File: config.mk
export PLATFORM = sky130hd
export DESIGN_NAME = logic_unit_seq
export DESIGN_NICKNAME = d
export VERILOG_FILES = /design/src/rtl/logic_unit_seq.sv
export SDC_FILE = /design/constraint.sdc
export NUM_CORES = 1
export LEC_CHECK = 0
export CAP_MARGIN = 20
export CORE_MARGIN = 3
export CORE_UTILIZATION = 44
export DETAILED_ROUTE_END_ITERATION = 12
export GPL_TIMING_DRIVEN = 0
export HOLD_SLACK_MARGIN = 0.05
export PLACE_DENSITY = 0.83
export RECOVER_POWER = 50
export SYNTH_ARGS = -nofsm -noshare
export SYNTH_HDL_FRONTEND = slang
export SYNTH_SLANG_ARGS = --single-unit
File: constraint.sdc
create_clock -name clk -period 2.9 [get_ports clk]
set_clock_uncertainty 0.15 [all_clocks]
set_input_delay 0.58 -clock clk [delete_from_list [all_inputs] [get_ports clk]]
set_output_delay 0.58 -clock clk [all_outputs]
set_load 0.005 [all_outputs]
File: src/rtl/logic_unit_seq.sv
// rtl/logic_unit_seq.sv - multi-cycle sliced 32-bit AND/OR/XOR/NOR unit with start/done handshake
// Optional zero-result flag enabled by defining LOGIC_UNIT_ZFLAG_EN.
module logic_unit_seq #(
   parameter int SLICE_W = 8
) (
   input  logic        clk,
   input  logic        rst_n,
   input  logic        start,
   input  logic [1:0]  op,
   input  logic [31:0] in1,
   input  logic [31:0] in2,
   output logic        ready,
   output logic        busy,
   output logic        done,
   output logic [31:0] out,
   output logic        zero
);

   localparam int NUM_SLICES = 32 / SLICE_W;
   localparam int CNT_W      = (NUM_SLICES > 1) ? $clog2(NUM_SLICES) : 1;
   localparam logic [CNT_W-1:0] LAST_CNT = CNT_W'(NUM_SLICES - 1);

   typedef enum logic [1:0] {
      S_IDLE = 2'd0,
      S_RUN  = 2'd1,
      S_DONE = 2'd2
   } state_t;

   state_t             r_state;
   logic [CNT_W-1:0]   r_cnt;
   logic [1:0]         r_op;
   logic [31:0]        r_a;
   logic [31:0]        r_b;
   logic [31:0]        r_out;
   logic               r_ready;
   logic               r_busy;
   logic               r_done;

   logic [SLICE_W-1:0] w_a_sl;
   logic [SLICE_W-1:0] w_b_sl;
   logic [SLICE_W-1:0] w_res_sl;
   logic [31:0]        w_next_out;
   logic               w_last;

   assign w_a_sl = r_a[r_cnt*SLICE_W +: SLICE_W];
   assign w_b_sl = r_b[r_cnt*SLICE_W +: SLICE_W];
   assign w_last = (r_cnt == LAST_CNT);

   // One shared slice-wide gate array; the counter selects which slice it sees.
   always_comb begin
      w_res_sl = '0;
      case (r_op)
         2'b00:   w_res_sl = w_a_sl & w_b_sl;
         2'b01:   w_res_sl = w_a_sl | w_b_sl;
         2'b10:   w_res_sl = w_a_sl ^ w_b_sl;
         default: w_res_sl = ~(w_a_sl | w_b_sl);
      endcase
   end

   always_comb begin
      w_next_out = r_out;
      w_next_out[r_cnt*SLICE_W +: SLICE_W] = w_res_sl;
   end

   always_ff @(posedge clk or negedge rst_n) begin
      if (!rst_n) begin
         r_state <= S_IDLE;
         r_cnt   <= '0;
         r_op    <= '0;
         r_a     <= '0;
         r_b     <= '0;
         r_out   <= '0;
         r_ready <= 1'b1;
         r_busy  <= 1'b0;
         r_done  <= 1'b0;
      end else begin
         r_done <= 1'b0;
         case (r_state)
            S_RUN: begin
               r_out <= w_next_out;
               if (w_last) begin
                  r_state <= S_DONE;
                  r_cnt   <= '0;
                  r_done  <= 1'b1;
                  r_busy  <= 1'b0;
                  r_ready <= 1'b1;
               end else begin
                  r_cnt <= r_cnt + 1'b1;
               end
            end
            default: begin
               // IDLE and DONE both accept a new request, giving back-to-back issue.
               if (start) begin
                  r_state <= S_RUN;
                  r_cnt   <= '0;
                  r_op    <= op;
                  r_a     <= in1;
                  r_b     <= in2;
                  r_out   <= '0;
                  r_ready <= 1'b0;
                  r_busy  <= 1'b1;
               end else begin
                  r_state <= S_IDLE;
                  r_ready <= 1'b1;
                  r_busy  <= 1'b0;
               end
            end
         endcase
      end
   end

`ifdef LOGIC_UNIT_ZFLAG_EN
   logic r_zero;

   always_ff @(posedge clk or negedge rst_n) begin
      if (!rst_n) begin
         r_zero <= 1'b0;
      end else if (r_state == S_RUN) begin
         if (w_last) begin
            r_zero <= (w_next_out == 32'h0);
         end
      end else if (start) begin
         r_zero <= 1'b0;
      end
   end

   assign zero = r_zero;
`else
   assign zero = 1'b0;
`endif

   assign ready = r_ready;
   assign busy  = r_busy;
   assign done  = r_done;
   assign out   = r_out;

endmodule
==> impl_metrics.ini <==
[clock_network]
post_cts_buffers = 0
cts.reportedPaths.clkPinSlew_ns = 0.07
cts_sinks = 104
root_buffer = clkbuf_16
clockBufferDepth = 2
cts_made_buffers = 9
clock_latency_ns = 0.33
cts_tree = yes
cts_max_level = 3
cts_resized = 0
hold_buffers = 0

[status]
status = completed

[critical_path]
cpPeakStageDelay_ns = 0.85
path_buf_inv = 3
worstSetupPathDepth = 5
crit_slowest_cell = clkbuf_1
endpoint = r_b[18]$_DFFE_PN0P_
worstReg2RegStart = r_cnt[1]$_DFFE_PN0P_
worst_r2r_path_depth = 8
cp.required_ns = 2.97
r2r-end = out[30]$_DFFE_PN0P_
arrival_ns = 2.76
r2r_setup_slack_ns = 0.26
crit_fanout = 10
path_cells = dlygate4sd3_1 > and2_0 > buf_6 > clkbuf_1 > mux2_1
critPathLaunchType = primary input
crit_family = buffers and inverters
critical_path_class = primary input to register
end_kind = register
crit_path_start = start

[detailed_routing]
drt_first_pass_iters = 4
routed-via-count = 3165
wire_per_inst_um = 18.14
wl_um = 10760
viasPerCell = 5.337
ant_nets = 0
drtIter0Drc = 82
drc = 0

[final_layout]
layout.nets = 537
post-route-util_pct = 58.31
stdcell_count = 593
drive_above_1_share_pct = 28.48
syn_to_final_growth_pct = 28.75
layout_commonest_cell = dfrtp_1
final_cell_mix = dfrtp_1 (103), clkdlybuf4s50_1 (101), mux2_2 (68)
fillers = 924
antenna_cells = 0

[power_and_ir_drop]
power_frac_comb_pct = 50.4
p_leak_nw = 2.699
p_per_area_mw_per_mm2 = 1152
netSwitchingFraction_pct = 35.89
sequentialPowerShare_pct = 34.2
switchingPower_mw = 2.635
ir_worst_vdd_uv = 415.7
pwr-share-clk_pct = 15.4
p_int_mw = 4.708

[global_route]
grt_pass1_wl_um = 17660
grt-ovfl-total = 0
grt_max_degree = 63
grt_pass1_vias = 3345
antenna_found_initial = 0
grtUsageTotal_pct = 17.65

[min_path]
worst_hold_path_type = primary input to asynchronous set/reset pin

[timing]
max_slew_margin_pct = 23.71
worstMarginPinSlew_ns = 1.144
setup_ws_ns = 0.2135
max_freq_mhz = 372.2
finalHoldViolations = 0
finalSetupViolations = 0
finalMaxSlewViolations = 0
finalCritPeriodShare_pct = 92.64
rsz0062_at_grt = false
min_period_ns = 2.686

[die]
initial_core_util_pct = 45.29
die_y_um = 112.1
fp.coreArea_mm2 = 0.01094
die_area_mm2 = 0.01256
die_w_um = 112.1
io_pins = 105
rows = 38

[yosys]
seq_area_frac_synth_pct = 52.58
syn_area_per_cell_um2 = 14.87
synthesis.area_mm2 = 0.004952
synth_fp_nets = 422
ys_top_cells_by_area = dfrtp_1 (52%), mux2_2 (15%), mux4_2 (7.3%)
ys_warn_count = 0
yosysTopAreaCell = dfrtp_1
synthCells = 333
ys_types = 36
ys_ff_latch = 104
synth_top_cell_area_share_pct = 52.05

[placement]
io_buffers = 103
pre_cts_ws_ns = 0.2713
dp.cells = 577
gp_congestion = 0.7834
dp_hpwl_um = 8332

[flow_run]
maxCapViolCount = 0
## cells in the mapped netlist (all sizes together)
cell,number
a211oi,7
a21oi,10
and2,3
and2b,1
buf,20
conb,1
dfrtp,103
dfstp,1
ha,20
inv,18
mux2,73
mux4,16
nand2,2
nand2b,1
nand3b,2
nand4,1
nand4b,1
nor2,14
nor2b,2
nor3,1
o21ai,1
o2bb2ai,32
o31ai,3
## area by class of cell
| class | instances | area [µm²] | area share [%] |
|---|---|---|---|
| inverter | 18 | 67.56 | 1.060 |
| timing repair buffer | 104 | 1033 | 16.21 |
| sequential | 104 | 2604 | 40.84 |
| multi-input combinational | 191 | 2087 | 32.73 |
| clock inverter | 6 | 51.30 | 0.8046 |
| clock buffer | 10 | 229.0 | 3.591 |
| tap | 140 | 175.2 | 2.747 |
| buffer | 20 | 128.9 | 2.021 |
## worst min-delay path by stage
stage                   startpoint                   to  slack (ns)  cells past startpoint
6_report                     rst_n  out[28]$_DFFE_PN0P_        0.26                      1
2_1_floorplan                rst_n       done$_DFF_PN0_        0.13                      0
3_5_place_dp   out[24]$_DFFE_PN0P_  out[24]$_DFFE_PN0P_        0.32                      1
3_3_place_gp   out[15]$_DFFE_PN0P_  out[15]$_DFFE_PN0P_        0.32                      1
5_1_grt                      rst_n  out[28]$_DFFE_PN0P_        0.34                      1
4_1_cts                      rst_n  out[29]$_DFFE_PN0P_        0.09                      1
## logic make-up after synthesis
group	synth area share, %
flip-flops	52.58
multiplexers	24.25
AO/OA/AOI/OAI	9.222
buffers and inverters	5.103
AND/OR/NAND/NOR	3.714
adder cells (fa/ha/maj)	5.053
other	0.07572
## through the flow
step           hold slack (ns)  setup TNS (ns)  instance area, µm²  power, mW
5_1_grt                 0.3432               0                6376      7.903
3_5_place_dp            0.3245               0                6183      6.348
4_1_cts                0.08877               0                6464      7.508
3_3_place_gp            0.3225         -270.38                6158      6.130
2_1_floorplan           0.1344               0                4952      5.096
6_report                0.2575               0                6376      7.343
## layer usage
layer / vias up / routed length, µm / GRT usage, %
met4: 0 / 66 / 4.487
met2: 96 / 5354 / 29.32
met1: 1617 / 4822 / 24.30
met5: - / 0 / 0
li1: 1447 / - / -
met3: 5 / 511 / 3.073
## worst reg2reg max path, cell delays in order, from the launching register on
cell and delay (ns):
dfrtp_1 0.39, buf_2 0.25, buf_2 0.31, mux4_2 0.38, inv_1 0.08, ha_1 0.22
mux2_2 0.26, a21oi_1 0.36, o2bb2ai_1 0.13
## registers in the layout, summed over array words and instances, names as in the netlist
| register | count |
|---|---|
| r_cnt | 2 |
| r_b | 32 |
| done | 1 |
| ready | 1 |
| r_state | 2 |
| out | 32 |
| r_a | 32 |
| r_op | 2 |
## power by group through the flow
stage | registers (mW) | clock network (mW) | logic, mW
4_1_cts | 2.51 | 1.16 | 3.83
6_report | 2.51 | 1.13 | 3.70
3_3_place_gp | 2.49 | 0 | 3.64
2_1_floorplan | 2.41 | 0 | 2.68
5_1_grt | 2.59 | 1.22 | 4.09
3_5_place_dp | 2.53 | 0 | 3.81
Power figures use the tool's default switching activity.
